File: config.mk
export PLATFORM = sky130hd
export DESIGN_NAME = serial_xnor_compare
export DESIGN_NICKNAME = d
export VERILOG_FILES = /design/src/rtl/serial_xnor_pkg.sv /design/src/rtl/bit_match_cell.sv /design/src/rtl/serial_xnor_compare.sv
export SDC_FILE = /design/constraint.sdc
export NUM_CORES = 1
export LEC_CHECK = 0
export BUFFER_PORTS_ARGS = -buffer_cell sky130_fd_sc_hd__buf_2
export CAP_MARGIN = 20
export CORE_AREA = 5 5 42 44
export DETAILED_ROUTE_END_ITERATION = 8
export DIE_AREA = 0 0 47 49
export SKIP_CTS_REPAIR_TIMING = 1
export SLEW_MARGIN = 40
export SYNTH_ARGS = -nofsm -noshare
export SYNTH_HDL_FRONTEND = slang
export SYNTH_SLANG_ARGS = --single-unit
File: constraint.sdc
create_clock -name clk -period 1.55 [get_ports clk]
set_input_delay 0.31 -clock clk [delete_from_list [all_inputs] [get_ports clk]]
set_output_delay 0.31 -clock clk [all_outputs]
set_load 0.02 [all_outputs]
File: src/rtl/serial_xnor_pkg.sv
// Shared types and defaults for the serial XNOR frame comparator.
// Build option: SERIAL_XNOR_MISMATCH_COUNT_EN (full mismatch count instead of a 1-bit flag).
package serial_xnor_pkg;

  typedef enum logic [1:0] {
    IDLE    = 2'd0,
    COMPARE = 2'd1,
    DONE    = 2'd2
  } state_t;

  localparam int DEFAULT_FRAME_LEN = 8;

endpackage

File: src/rtl/bit_match_cell.sv
// Per-pair XNOR cell: match is only asserted for a qualified pair.
module bit_match_cell (
  input  logic bit_valid,
  input  logic a,
  input  logic b,
  output logic match_valid,
  output logic match
);

  assign match_valid = bit_valid;
  assign match       = bit_valid & ~(a ^ b);

endmodule

File: src/rtl/serial_xnor_compare.sv
// Compares two serial bit streams over FRAME_LEN qualified pairs and reports equality.
// Build option: SERIAL_XNOR_MISMATCH_COUNT_EN enables the full mismatch count output.
module serial_xnor_compare
  import serial_xnor_pkg::*;
#(
  parameter int  FRAME_LEN = DEFAULT_FRAME_LEN,
  localparam int CNT_W     = $clog2(FRAME_LEN + 1)
) (
  input  logic             clk,
  input  logic             rst_n,
  input  logic             start,
  input  logic             bit_valid,
  input  logic             a,
  input  logic             b,
  output logic             busy,
  output logic             done,
  output logic             equal,
  output logic [CNT_W-1:0] mismatches,
  output state_t           fsm_state
);

  localparam int IDX_W = $clog2(FRAME_LEN);
`ifdef SERIAL_XNOR_MISMATCH_COUNT_EN
  localparam int RUN_W = CNT_W;
`else
  localparam int RUN_W = 1;
`endif

  // Handshake: a and b are consumed on any rising edge where bit_valid=1 and
  // the block is in COMPARE; there is no back-pressure, upstream watches busy.
  state_t             state_q, state_n;
  logic [IDX_W-1:0]   idx_q, idx_n;
  logic [RUN_W-1:0]   run_q, run_n, run_inc, run_upd;
  logic               equal_q, equal_n;
  logic [CNT_W-1:0]   mism_q, mism_n;
  logic               match_valid, match;
  logic               pair_miss;

  bit_match_cell u_cell (
    .bit_valid   (bit_valid),
    .a           (a),
    .b           (b),
    .match_valid (match_valid),
    .match       (match)
  );

  assign pair_miss = match_valid & ~match;

`ifdef SERIAL_XNOR_MISMATCH_COUNT_EN
  assign run_inc = run_q + RUN_W'(1);
`else
  assign run_inc = 1'b1;
`endif
  assign run_upd = pair_miss ? run_inc : run_q;

  always_ff @(posedge clk or negedge rst_n) begin
    if (!rst_n) begin
      state_q <= IDLE;
      idx_q   <= '0;
      run_q   <= '0;
      equal_q <= 1'b0;
      mism_q  <= '0;
    end else begin
      state_q <= state_n;
      idx_q   <= idx_n;
      run_q   <= run_n;
      equal_q <= equal_n;
      mism_q  <= mism_n;
    end
  end

  always_comb begin
    state_n = state_q;
    idx_n   = idx_q;
    run_n   = run_q;
    equal_n = equal_q;
    mism_n  = mism_q;
    busy    = 1'b0;
    done    = 1'b0;
    unique case (state_q)
      IDLE: begin
        if (start) begin
          state_n = COMPARE;
          idx_n   = '0;
          run_n   = '0;
        end
      end
      COMPARE: begin
        busy = 1'b1;
        // A restart wins over a pair presented in the same cycle.
        if (start) begin
          idx_n = '0;
          run_n = '0;
        end else if (match_valid) begin
          run_n = run_upd;
          if (idx_q == IDX_W'(FRAME_LEN - 1)) begin
            state_n = DONE;
            equal_n = (run_upd == '0);
`ifdef SERIAL_XNOR_MISMATCH_COUNT_EN
            mism_n  = CNT_W'(run_upd);
`else
            mism_n  = '0;
`endif
          end else begin
            idx_n = idx_q + IDX_W'(1);
          end
        end
      end
      DONE: begin
        done    = 1'b1;
        state_n = IDLE;
      end
      default: state_n = IDLE;
    endcase
  end

  assign equal      = equal_q;
  assign mismatches = mism_q;
  assign fsm_state  = state_q;

endmodule

==> results.sh <==
export IMPL_status="completed"
export IMPL_busiest_layer="met2"
export IMPL_cp_top_family="flip-flops"
export IMPL_avgSynthCellArea_um2=10.7
export IMPL_dr_pass1_iters=2
export IMPL_post_route_period_util_pct=96.5
export IMPL_core_um2=1400
export IMPL_critPathMaxFanout=3
export IMPL_power_density_nw_per_um2=844
export IMPL_antenna_found_initial=0
export IMPL_cts_tree="done"
export IMPL_critPathBufInv=0
export IMPL_p_total_w=0.000438
export IMPL_row_count=14
export IMPL_p_leak_nw=0.275
export IMPL_period_minus_slack_ps=1500
export IMPL_rr_startpoint="idx_q[0]"
export IMPL_vias_per_cell=4.45
export IMPL_ys_ff_latch=7
export IMPL_layout_common_cells="buf_2, dfrtp_1, inv_1, conb_1"
export IMPL_met1_usage_pct=8.50
export IMPL_clock_path_buffers=2
export IMPL_crit_arrival_ps=1640
export IMPL_cp_end_kind="flip-flop"
export IMPL_io_pin_count=15
export IMPL_cp_cell_sequence="ha_1, ha_1, and3b_2, o21bai_2, mux2_4"
export IMPL_drtAntennaViolNets=0
export IMPL_path_class="reg -> reg"
export IMPL_slew_viol_final=0
export IMPL_r2r_end="idx_q[0]"
export IMPL_insertion_delay_ps=250
export IMPL_final_common_cell="buf_2"
export IMPL_portBuffers=10
export IMPL_clk_pin_slew_ps=60
export IMPL_die_area_um2=2300
export IMPL_cts_max_level=1
export IMPL_ff2ff_setup_slack_ps=50
export IMPL_crit_required_ps=1690
export IMPL_area_growth_pct=27.7
export IMPL_grt_max_degree=10
export IMPL_routedWlPerCell_um=11.0
export IMPL_cpPeakStageDelay_ps=390
export IMPL_final_cells=71
export IMPL_final_nets=64
export IMPL_die_y_um=49
export IMPL_vias=316
export IMPL_synth_area_um2=407
export IMPL_setup_violations_final=0
export IMPL_grt_total_usage_pct=7.65
export IMPL_hold_path_class="in -> reg"
export IMPL_fin_tns_setup_ps=0
export IMPL_yosys_cell_types_count=22
export IMPL_start_util_pct=29.0
export IMPL_wirelength_um=778
export IMPL_cts_buffers=3
export IMPL_drive_gt1_share_pct=40.0
export IMPL_holdPathEnd="fsm_state[0]"
export IMPL_grt_pass1_wl_mm=1.19
export IMPL_crit_path_start_kind="flip-flop"
export IMPL_drt_iter0_drc=1
export IMPL_clock_sinks=7
export IMPL_dp_cells=65
export IMPL_drc=0
export IMPL_grt_pass1_vias=291
export IMPL_dpl_hpwl_um=609
export IMPL_yosysSeqAreaShare_pct=43.1
export IMPL_fmax_mhz=669
export IMPL_hold_depth=2
export IMPL_grt_remaining_overflow=0
export IMPL_worst_r2r_cell_count=5
export IMPL_yosys_warnings=0
export IMPL_slowest_stage="dfrtp_1"
export IMPL_cpMostUsedCell="ha_1"
export IMPL_fin_worst_skew_ps=3.06
export IMPL_die_w_um=47
export IMPL_place_congestion=0.758
export IMPL_synthCells=38
export IMPL_cts_root_buffer="clkbuf_4"
export IMPL_grt_use_met3_pct=6.64
export IMPL_n_antenna_cell=0
export IMPL_drv_cap=0
export IMPL_ir_worst_vdd_v=0.000569
export IMPL_hold_viol=0
export IMPL_rsz0062_at_grt="no"
export IMPL_hold_path_startpoint="bit_valid"
export IMPL_met2_usage_pct=10.4
-- cell type report --
| cell class | count | area (um^2) |
|---|---|---|
| Inverter | 4 | 15.0 |
| Multi-Input combinational cell | 26 | 199 |
| Sequential cell | 7 | 176 |
| Timing Repair Buffer | 14 | 82.6 |
| Fill cell | 152 | 882 |
| Clock buffer | 4 | 26.3 |
| Tap cell | 16 | 20.0 |
-- power by group --
part | total, W | switching (W) | leakage, nW | internal (W)
registers | 0.000198 | 0.00000628 | 0.0847 | 0.000192
clock network | 0.000172 | 0.0000736 | 0.0150 | 0.0000987
logic | 0.0000680 | 0.0000369 | 0.175 | 0.0000311
-- cells by family after synthesis --
group	Yosys count	share of synthesized area, %
multiplexers	1	3.69
XOR/XNOR	1	2.15
flip-flops	7	43.1
AO/OA/AOI/OAI	7	12.9
adder cells (fa/ha/maj)	2	6.15
AND/OR/NAND/NOR	11	20.0
other	1	0.922
buffers and inverters	8	11.1
-- state kept, by name, summed over array words and instances, names as in the netlist --
register	count
equal	1
run_q	1
idx_q	3
fsm_state	2
-- Yosys cell counts, drive strengths merged --
library cell	count	share of area [%]
conb	1	0.92
and2b	1	1.8
nand4b	1	2.2
nand3	1	1.2
xnor2	1	2.2
nor2	2	1.8
o21ai	4	5.8
inv	4	3.7
o311ai	1	2.2
and4bb	1	3.1
mux2	1	3.7
dfrtp	7	43
a22o	1	2.2
or2b	1	1.8
o21bai	1	2.8
nand2	1	0.92
and2	1	2.2
buf	4	7.4
and3b	1	2.2
ha	2	6.2
nand4bb	1	2.8
-- routing by layer --
| metal | vias up | part of all wire, % |
|---|---|---|
| li1 | 158 | - |
| met1 | 145 | 41 |
| met2 | 13 | 46 |
| met3 | 0 | 13 |
| met4 | 0 | 0 |
| met5 | - | 0 |
-- through the flow --
step	hold WS, ps	worst slack [ps]	area (um^2)	utilization (%)
final	286	54.9	519	37.1
after global routing	277	0.492	519	37.1
after CTS	-123	37.6	499	35.6
after detailed placement	151	52.9	473	33.8
after global placement	154	68.4	473	33.8
after floorplan	14.4	74.1	418	-
-- worst reg2reg max path: stages (launching register included) --
cell and delay, ps:
dfrtp_1 390, ha_1 210, ha_1 180, and3b_2 250, o21bai_2 80, mux2_4 260
-- how the worst max path moves through the flow --
stage	startpoint	endpoint	depth (start not counted)
after floorplan	idx_q[0]	idx_q[0]	5
after global placement	idx_q[0]	idx_q[0]	5
after detailed placement	idx_q[0]	idx_q[0]	5
after CTS	idx_q[0]	idx_q[0]	5
after global routing	idx_q[0]	idx_q[0]	5
final	idx_q[0]	idx_q[0]	5
Power figures use the tool's default switching activity.
